File: config.mk
export PLATFORM = sky130hd
export DESIGN_NAME = fetch_unit
export DESIGN_NICKNAME = d
export VERILOG_FILES = /design/src/rtl/fetch_unit.sv
export SDC_FILE = /design/constraint.sdc
export NUM_CORES = 1
export LEC_CHECK = 0
export ABC_AREA = 1
export ABC_CLOCK_PERIOD_IN_PS = 8460
export CAP_MARGIN = 25
export CORE_MARGIN = 8
export CORE_UTILIZATION = 55
export DETAILED_ROUTE_END_ITERATION = 6
export GPL_TIMING_DRIVEN = 0
export PLACE_DENSITY = 0.8
export REMOVE_ABC_BUFFERS = 1
export SLEW_MARGIN = 40
export SYNTH_ARGS = -nofsm -noshare
export SYNTH_HDL_FRONTEND = slang
export SYNTH_SLANG_ARGS = --single-unit
File: constraint.sdc
create_clock -name clk -period 8.46 [get_ports clk]
set_input_delay 1.692 -clock clk [delete_from_list [all_inputs] [get_ports clk]]
set_output_delay 1.692 -clock clk [all_outputs]
set_load 0.03 [all_outputs]
File: src/rtl/fetch_unit.sv
// fetch_unit: owns the PC, fetches from a combinational instruction memory,
// buffers {pc, instruction} pairs in a small FIFO and hands them to decode
// over a valid/ready handshake. Redirects flush the FIFO and reload the PC.
module fetch_unit #(
  parameter logic [63:0] RESET_PC   = 64'h0,
  parameter int unsigned FIFO_DEPTH = 4
) (
  input  logic        clk,
  input  logic        rst,
  output logic [63:0] imem_pc,
  input  logic [31:0] imem_instruction,
  input  logic        redirect_valid,
  input  logic [63:0] redirect_pc,
  output logic        out_valid,
  input  logic        out_ready,
  output logic [63:0] out_pc,
  output logic [31:0] out_instruction
);

  localparam int unsigned PW = $clog2(FIFO_DEPTH);
  localparam int unsigned CW = PW + 1;

  logic [63:0]   r_pc;
  logic [95:0]   r_mem [FIFO_DEPTH];
  logic [PW-1:0] r_rptr;
  logic [PW-1:0] r_wptr;
  logic [CW-1:0] r_count;

  logic          w_pop;
  logic          w_push;
  logic [95:0]   w_head;

  // Handshake decode: push only when there is room or a slot frees this cycle.
  always_comb begin
    w_pop  = out_valid && out_ready;
    w_push = !redirect_valid && ((r_count < CW'(FIFO_DEPTH)) || w_pop);
  end

  // PC register: reset, redirect (word aligned), or advance on a successful push.
  always_ff @(posedge clk) begin
    if (rst) begin
      r_pc <= RESET_PC;
    end else if (redirect_valid) begin
      r_pc <= {redirect_pc[63:2], 2'b00};
    end else if (w_push) begin
      r_pc <= r_pc + 64'd4;
    end
  end

  // FIFO storage write; contents need no reset since count gates visibility.
  always_ff @(posedge clk) begin
    if (w_push) begin
      r_mem[r_wptr] <= {r_pc, imem_instruction};
    end
  end

  // Pointers and occupancy; reset and redirect both empty the FIFO.
  always_ff @(posedge clk) begin
    if (rst || redirect_valid) begin
      r_rptr  <= '0;
      r_wptr  <= '0;
      r_count <= '0;
    end else begin
      if (w_push) begin
        r_wptr <= r_wptr + PW'(1);
      end
      if (w_pop) begin
        r_rptr <= r_rptr + PW'(1);
      end
      case ({w_push, w_pop})
        2'b10:   r_count <= r_count + CW'(1);
        2'b01:   r_count <= r_count - CW'(1);
        default: r_count <= r_count;
      endcase
    end
  end

  // Outputs: head entry read combinationally from storage.
  always_comb begin
    w_head          = r_mem[r_rptr];
    imem_pc         = r_pc;
    out_valid       = (r_count != '0);
    out_pc          = w_head[95:32];
    out_instruction = w_head[31:0];
  end

endmodule

# After elaboration in Yosys (flattened, before gate mapping)
# Memory sizes are Yosys's and may differ from the RTL's. A register that Yosys moved wholly into a read port is not among the register bits.
# Cells that the tools add are included.
# W data, S select, Z words.
[word_totals] wordCells=30 latchBits=0 regBits=71 memories=1 mem_bits_rw=384 input_bits=100 mem_bits_ro=0
[op_classes] reduce_logical=9 magnitude_cmp=1 n_mul=0 n_bitwise=0 mux=7 addsub=5 eq_ne=2 div=0 n_shift=0
[memory_table] name="r_mem" depth=4 width=96 rd=1 rd_clocked_by_memory_dff=1 write_ports=1 line="24" text="logic [95:0] r_mem [FIFO_DEPTH];"
[ops] op="$mux W64" n=2
[ops] op="$add A64 B3 Y64 const B" n=1
[ops] op="$pmux W3 S2" n=1
[ops] op="$add A2 B1 Y2 const B" n=2
[ops] op="$mux W2" n=2
[ops] op="$reduce_bool A2 Y1" n=2
[ops] op="$add A3 B1 Y3 const B" n=1
[ops] op="$lt A3 B3 Y1 const B" n=1
[ops] op="$reduce_bool A3 Y1" n=1
[ops] op="$sub A3 B1 Y3 const B" n=1
[ops] op="$eq A2 B1 Y1 const B" n=1
[ops] op="$eq A2 B2 Y1 const B" n=1
[ops] op="$logic_and A1 B1 Y1" n=2
[ops] op="$logic_or A1 B1 Y1" n=2
[ops] op="$mux W1" n=2
[ops] op="$reduce_or A2 Y1" n=1
[ops] op="$logic_not A1 Y1" n=1

# Longest topological paths before layout
# Gate-level depths: netlist of the first run.
[depth] depth_word=6 mapped_depth=12 depth_no_buf=11

# Worst setup path before layout of the first run
# Ideal clock, no wire load.
[synth_timing] kind="input port to flip-flop" start="input port redirect_valid" end="memory r_mem[0][0] (enable)" arrival_ns=6.232 path_stages=5 n_path_buf=2 setup_slack_ns=1.680 t_required_ns=7.912 cell_sequence="clkbuf_1 > nor2_1 > inv_1 > buf_1 > nor2_1"
[synth_via] elab_chain_cells=4
[synth_rtl] element="start, declared" line="12" text="input logic redirect_valid,"
[synth_rtl] element="$logic_not A1 Y1" line="36" text="w_push = !redirect_valid && ((r_count < CW'(FIFO_DEPTH)) || w_pop);"
[synth_rtl] element="$logic_and A1 B1 Y1" line="36"
[synth_rtl] element="$mux W1" line="52" text="if (w_push) begin"
[synth_rtl] element="$mux W1 (not written as such)" line="53" text="r_mem[r_wptr] <= {r_pc, imem_instruction};"
[synth_rtl] element="end, declared" line="24"
# Every way passes these cells.

==> results of run 1 <==
-- state kept, by name, indices dropped and copies added (netlist names), named ones only --
name	count
r_count	3
imem_pc	62
r_rptr	2
r_wptr	2
r_mem	376
-- cells by family after synthesis --
| family | count (synthesis) |
|---|---|
| DFF | 447 |
| adders and majority gates | 7 |
| xor gates and xnor gates | 30 |
| and+or+nand+nor | 654 |
| other | 1 |
| AOI/OAI and AO/OA | 418 |
| buffers and inverters | 165 |
-- cells in the mapped netlist, types with 12 or more instances --
cell type,number
nand4_1,14
nand3_1,46
buf_2,22
nand2_1,247
a21oi_1,50
edfxtp_1,376
nor2_2,12
dfxtp_1,71
inv_1,65
o22ai_1,94
a22oi_1,32
xnor2_1,19
clkbuf_1,62
a31oi_1,21
nor2_1,296
o21ai_0,209
-- layout by cell type (no fill, tap or decap), types with 3 or more instances in the layout --
master           instances
edfxtp_1               376
nor2_1                 290
clkdlybuf4s50_1        252
nand2_1                247
o21ai_0                209
o22ai_1                 94
dfxtp_1                 69
inv_1                   64
a21oi_1                 50
clkbuf_16               47
nand3_1                 46
a22oi_1                 32
a31oi_1                 21
xnor2_1                 19
buf_16                  19
nor2_4                  14
nand4_1                 14
clkbuf_1                14
nor2_2                  12
xor2_1                  11
buf_8                   11
clkinv_1                 8
buf_12                   8
nor3_1                   6
nand2_2                  6
clkinv_2                 6
ha_1                     6
inv_2                    5
o21bai_1                 5
clkbuf_8                 5
bufinv_16                5
nand2_4                  4
conb_1                   4
and2_1                   3
-- per-layer routing --
metal  vias up  share of wire, %  track usage, %
met5         -             0.031               0
li1       6622                 -               -
met4         2               2.2            6.44
met3        81               7.6            3.81
met2       605                50            42.3
met1      6828                41            31.8
-- metrics by stage --
stage / total power, mW / cell area [µm²] / TNS [ns]
after floorplan: 2.81 / 18500 / -74.47
after global placement: 3.05 / 21600 / -3154.10
after detailed placement: 3.08 / 22500 / 0
after CTS: 5.10 / 24000 / 0
after global routing: 5.21 / 24100 / 0
final: 5.07 / 24100 / 0
-- worst paths after layout --
check,from,end,cells after the start
worst max-delay path,flop,out_pc[10],6
worst min register to register,r_rptr[1],flop,2
worst min-delay path,r_rptr[1],flop,2
worst max register to register,r_count[2],r_mem[0][29],9
-- final cells by class --
cell class	count	area, µm²	share of cell area (%)
inverter	73	285	1.19
timing repair buffer	292	3390	14.1
clock inverter	20	243	1.01
multi-input combinational	1113	5550	23.1
sequential	447	12700	52.9
antenna	2	5.00	0.0208
tap	455	569	2.37
clock buffer	66	1300	5.39
-- critical path: stages, from the launching register on --
cell and delay, ns:
dfxtp_4 0.72, buf_12 0.27, clkinv_4 0.29, buf_16 0.30, o21ai_0 0.28, o22ai_1 0.13
clkdlybuf4s50_1 0.62
-- where the power goes --
| group | switching (mW) | internal [mW] | leakage, nW |
|---|---|---|---|
| Clock | 0.816 | 1.22 | 0.751 |
| Sequential | 0.0654 | 2.47 | 4.13 |
| Combinational | 0.291 | 0.207 | 3.45 |
| Total | 1.17 | 3.90 | 8.33 |
==> summary.md, run 1 <==
| Metric | Value |
|---|---|
| Pre-antenna DRT Iters | 7 |
| Die W | 201 µm |
| Fillers | between 2000 and 2500 |
| Num rows | 68 |
| Post-DR vias/cell | roughly 5.7 |
| Area contributors post-synth | edfxtp_1, dfxtp_1, nor2_1 |
| Worst slew pin tran | ~0.71 ns |
| Clk sinks | about 450 |
| Setup Fix Bufs, Post-CTS | 0 |
| Final hold viol count | 0 |
| Initial antenna violation count | 3 |
| Setup crit start kind | flop |
| Dpl hpwl | ~35 mm |
| Placed Instances | between 2000 and 2500 |
| Outcome | finished clean |
| CTS Hold Bufs | 0 |
| Layout cells sized above 1 | under 10% |
| Final worst-path setup slack | approximately 3.5 ns |
| Ys async rst share | 0% |
| Largest family of logic cells by synthesized area | simple AND/OR/NAND/NOR gates |
| Seq/Total Area, Yosys | between 60% and 70% |
| Flop2flop setup slack | approximately 5.3 ns |
| Antenna Nets Post-Route | 0 |
| Vias | between 10000 and 15000 |
| Peak supply drop | between 0.00015 and 0.0002 V |
| First-pass GRT wire length | between 70 and 80 mm |
| DRC | 0 |
| Routed WL | 51.3 mm |
| # nets final | 2080 |
| Starting DRT DRC Count | roughly 1100 |
| P&R area growth vs syn | 27.5% |
| Syn Std Cell Area | 0.0189 mm² |
| Initial Util | around 55% |
| Critical Path AT | roughly 3.3 ns |
| Compound-Gate Fraction of Synth Area | between 10% and 20% |
| PostCTS Resize Cnt | 0 |
| Period utilization | approximately 59% |
| Leak | 8.33 nW |
| CP Class | flop to primary output |
| Pre-CTS setup slack | around 3.4 ns |
| Ports | ~260 |
| Synth Area per Inst | around 11 µm² |
| CP Capture Type | primary output |
| Die height | around 200 µm |
| Largest net degree at the start of global routing | 75 |
| Worst Path Required | 6.77 ns |
| GRT overflow | 0 |
| Clk_lat worst skew | between 0.5 and 0.6 ns |
| Hold Slack | 0.466 ns |
| #FFs+latches synth | approximately 450 |
| Pins Over Slew Limit | 0 |
| Count of cell types in the netlist | 44 |
| TritonCTS Buffers | 46 |
| Total track usage | about a quarter |
| Die area | 0.0405 mm² |
| Rel. slew slack | roughly 52% |
| Max FO, Critical Path | 74 |
| Synthesized-area fraction occupied by adder cells | less than 1% |
| Port Buf Inserts | 254 |
| Post-Synth Simple-Gate Area | 14.7% |
| Cell Count, Final, Fillers Out | 2468 |
| Power per cell area | ~210 mW/mm² |
| Post-synth top area cell | edfxtp_1 |
| H-tree Lvls | 2 |
| Clk slew on worst S/H paths | 0.06 ns |
| Root Driver | clkbuf_16 |
| Per-cell routed wire length | 20.8 µm |
| CTS tree | done |
| Synth Flop Type | edfxtp_1 |
| Clock skew | 0.0188 ns |
| Mapped Cells | 1722 |
| # setup viols final | 0 |
| Post-synth EDFFs | around 380 |
| RSZ-0062 raised after global routing | no |
| Routability congestion estimate | roughly 0.9 |
| Fmax | 200 MHz |
| Max Root-Sink Buffers | 3 |
| Top cell type's share of synthesized area | approximately 60% |
| Hold Crit Class | flop to flop |
| Synth warn | 0 |
| Core ar. | about 0.034 mm² |
| Maxcap violations | 0 |
| Post-synthesis mux area share | 0% |
| Period minus WS final | 4.99 ns |
| Post-layout util | a little over two thirds |
| XOR/XNOR share of the synthesized area | 1.39% |
| Vias in the first global route | between 10000 and 15000 |
Note: power is estimated with default switching activity, not from simulation.
==> run 2, diff against run 1 <==
--- a/config.mk
+++ b/config.mk
@@ -6,13 +6,13 @@
 export NUM_CORES = 1
 export LEC_CHECK = 0
 export ABC_AREA = 1
-export ABC_CLOCK_PERIOD_IN_PS = 8460
+export ABC_CLOCK_PERIOD_IN_PS = 4550
 export CAP_MARGIN = 25
 export CORE_MARGIN = 8
-export CORE_UTILIZATION = 55
+export CORE_UTILIZATION = 50
 export DETAILED_ROUTE_END_ITERATION = 6
 export GPL_TIMING_DRIVEN = 0
-export PLACE_DENSITY = 0.8
+export PLACE_DENSITY = 0.77
 export REMOVE_ABC_BUFFERS = 1
 export SLEW_MARGIN = 40
 export SYNTH_ARGS = -nofsm -noshare
==> constraint.sdc (replaced) <==
create_clock -name clk -period 4.55 [get_ports clk]
set_input_delay 0.91 -clock clk [delete_from_list [all_inputs] [get_ports clk]]
set_output_delay 0.91 -clock clk [all_outputs]
set_load 0.03 [all_outputs]
==> run 2 against run 1 <==
Cell area is 0.41% higher. Sequential power is 85% higher. First-iteration DRC count is 12% lower. Worst hold slack better by 0.012 ns. Register-to-register slack worse by 3.8 ns. Final cell count is 2.2% higher. Count of clock-buffer cells in the layout is 2 lower. Power is 86% higher. Worst setup slack worse by 3.0 ns. Non-clock buffer count is 2 higher. Clock power is 84% higher. Routed wire length is 3.0% higher.
==> summary.md, run 2 (same netlist as run 1, synthesis figures left out) <==
| Metric | Value |
|---|---|
| Fmax | roughly 240 MHz |
| Max FO, Critical Path | 62 (was 74) |
| Post-layout util | 64.6% (was 70.3%) |
| Rel. slew slack | 50.9% (was 52.3%) |
| Uppermost layer routed | met4 (was met5) |
| Port Buf Inserts | 254 (unchanged) |
| Antenna Nets Post-Route | 0 (unchanged) |
| Initial antenna violation count | 3 (unchanged) |
| Per-cell routed wire length | 20.9 µm (was 20.8 µm) |
| Routed WL | 52.8 mm (was 51.3 mm) |
| Worst Path Required | 3.64 ns (was 6.77 ns) |
| Num rows | 71 (was 68) |
| Die height | 210 µm (was 201 µm) |
| GRT overflow | 0 (unchanged) |
| PostCTS Resize Cnt | 0 (unchanged) |
| # nets final | 2081 (was 2080) |
| Max FFs per register | 376 (unchanged) |
| Total track usage | 23.5% (was 24.4%) |
| Clk slew on worst S/H paths | 0.06 ns (about the same) |
| Largest net degree at the start of global routing | 69 (was 75) |
| Routability congestion estimate | 0.927 (was 0.919) |
| Layout cells sized above 1 | 8.32% (was 8.01%) |
| Initial Util | 50.5% (was 55.2%) |
| Clock skew | 0.0145 ns (was 0.0188 ns) |
| Period minus WS final | 4.10 ns |
| Hold Slack | 0.478 ns (was 0.466 ns) |
| Pre-CTS setup slack | 0.472 ns (was 3.41 ns) |
| TritonCTS Buffers | 45 (was 46) |
| Ports | 261 (unchanged) |
| Met3 wire length | 3.09 mm (was 3.89 mm) |
| Period utilization | approximately nine tenths |
| Pins Over Slew Limit | 0 (unchanged) |
| CP Capture Type | primary output (unchanged) |
| Final Power | 9.41 mW (was 5.07 mW) |
| Setup crit start kind | flop (unchanged) |
| # setup viols final | 0 (unchanged) |
| Vias in the first global route | 14397 (was 13884) |
| Most frequent cells in the layout | edfxtp_1, nor2_1, clkdlybuf4s50_1 (unchanged) |
| Die area | 0.0442 mm² (was 0.0405 mm²) |
| Metal2 WL | 26.1 mm (was 25.5 mm) |
| Final worst-path setup slack | 0.451 ns (was 3.47 ns) |
| Root Driver | clkbuf_16 (unchanged) |
| P&R area growth vs syn | 28.0% (was 27.5%) |
| Max Root-Sink Buffers | 3 (unchanged) |
| Worst slew pin tran | 0.736 ns (was 0.714 ns) |
| DRC | 0 (unchanged) |
| Vias | 14173 (was 14138) |
| Slowest Stage Delay on Critical Path | 0.67 ns (was 0.72 ns) |
| Post-DR vias/cell | 5.62 (was 5.73) |
| Setup Fix Bufs, Post-CTS | 0 (unchanged) |
| Critical Path AT | 3.19 ns (was 3.30 ns) |
| Starting DRT DRC Count | 992 (was 1124) |
| Core ar. | 0.0374 mm² (was 0.0342 mm²) |
| Outcome | finished clean (unchanged) |
| Cell Chain, Critical Path | clkinv_4, buf_16, o21ai_0, o22ai_1, clkdlybuf4s50_1 (was buf_12, clkinv_4, buf_16, o21ai_0, o22ai_1, clkdlybuf4s50_1) |
| Maxcap violations | 0 (unchanged) |
| CP Class | flop to primary output (unchanged) |
| Top reg by flops | r_mem (unchanged) |
| Clk_lat worst skew | 0.57 ns (was 0.55 ns) |
| RSZ-0062 raised after global routing | no (unchanged) |
| H-tree Lvls | 2 (unchanged) |
| Dpl hpwl | 36.9 mm (was 35.4 mm) |
| Buf/Inv on CP | 3 (was 4) |
| Pre-antenna DRT Iters | 5 (was 7) |
| Met1 wire length | 21.6 mm (was 20.8 mm) |
| CTS tree | done (unchanged) |
| Leak | 8.35 nW (was 8.33 nW) |
| Clk sinks | 447 (unchanged) |
| Peak supply drop | 0.000300 V (was 0.000183 V) |
| Slowest-stage cell, CP | dfxtp_4 (unchanged) |
| Final hold viol count | 0 (unchanged) |
| Crit-path leading delay family | buffers and inverters (unchanged) |
| Power per cell area | 390 mW/mm² (was 211 mW/mm²) |
| Most common cell after layout, fill and taps aside | edfxtp_1 (unchanged) |
| Hold Crit Class | flop to flop (unchanged) |
| First-pass GRT wire length | 81.4 mm (was 79.0 mm) |
| CTS Hold Bufs | 0 (unchanged) |
| Die W | 210 µm (was 201 µm) |
[run 2: cell types whose count changed in the layout (fill, tap and decap cells not counted), sizes merged]
cell	delta
bufinv	-1
inv	+2
clkinv	-4
diode	+1
clkbuf	-2
buf	+2
[run 2: metal layers]
| layer | track usage (%) | vias to the layer above |
|---|---|---|
| li1 | - | 6635 |
| met1 | 29.3 | 6904 |
| met2 | 40.1 | 519 |
| met3 | 3.76 | 115 |
| met4 | 10.5 | 0 |
| met5 | 0 | - |
[run 2: final timing paths]
check / startpoint / end / slack [ns] / cells after the start
setup / recovery: flop / out_pc[5] / 0.45 / 5
setup reg to reg: r_count[2] / r_mem[2][74] / 1.48 / 8
hold reg to reg: r_rptr[1] / flop / 0.48 / 2
hold / removal: r_rptr[1] / flop / 0.48 / 2
[run 2: per-stage QoR]
step           std cells  setup TNS, ns  area, µm²
3_3_place_gp        2398       -4804.13      21700
4_1_cts             2519              0      24100
5_1_grt             2522              0      24200
3_5_place_dp        2438              0      22600
2_1_floorplan       1633       -1516.23      18500
6_report            2522              0      24200
[run 2: layout make-up]
type	count	area [µm²]
well taps	511	639
diodes	3	7.51
flip-flops and latches	447	12700
multi-input cells	1113	5550
inverters	73	288
clock buffers	64	1310
repair buffers	294	3440
fillers	2892	13200
clock inverters	17	196
[run 2: tightest hold or removal path, delay by kind of cell, from the launching register on]
family	cells	cell delay (ns)
flip-flops	1	0.30
AO/OA/AOI/OAI	1	0.08
buffers and inverters	1	0.06
[run 2: report_power, final]
| part | leakage [nW] | internal (mW) | total [mW] | switching [mW] |
|---|---|---|---|---|
| registers | 4.13 | 4.59 | 4.71 | 0.121 |
| clock network | 0.745 | 2.23 | 3.76 | 1.53 |
| logic | 3.48 | 0.393 | 0.942 | 0.549 |
| total | 8.35 | 7.21 | 9.41 | 2.20 |
==> run 3, diff against run 2 <==
--- a/config.mk
+++ b/config.mk
@@ -14,6 +14,7 @@
 export GPL_TIMING_DRIVEN = 0
 export PLACE_DENSITY = 0.77
 export REMOVE_ABC_BUFFERS = 1
+export SETUP_SLACK_MARGIN = 0.02
 export SLEW_MARGIN = 40
 export SYNTH_ARGS = -nofsm -noshare
 export SYNTH_HDL_FRONTEND = slang
==> results of run 3 <==
Final layout, timing and power as in run 2 (identical DEF).
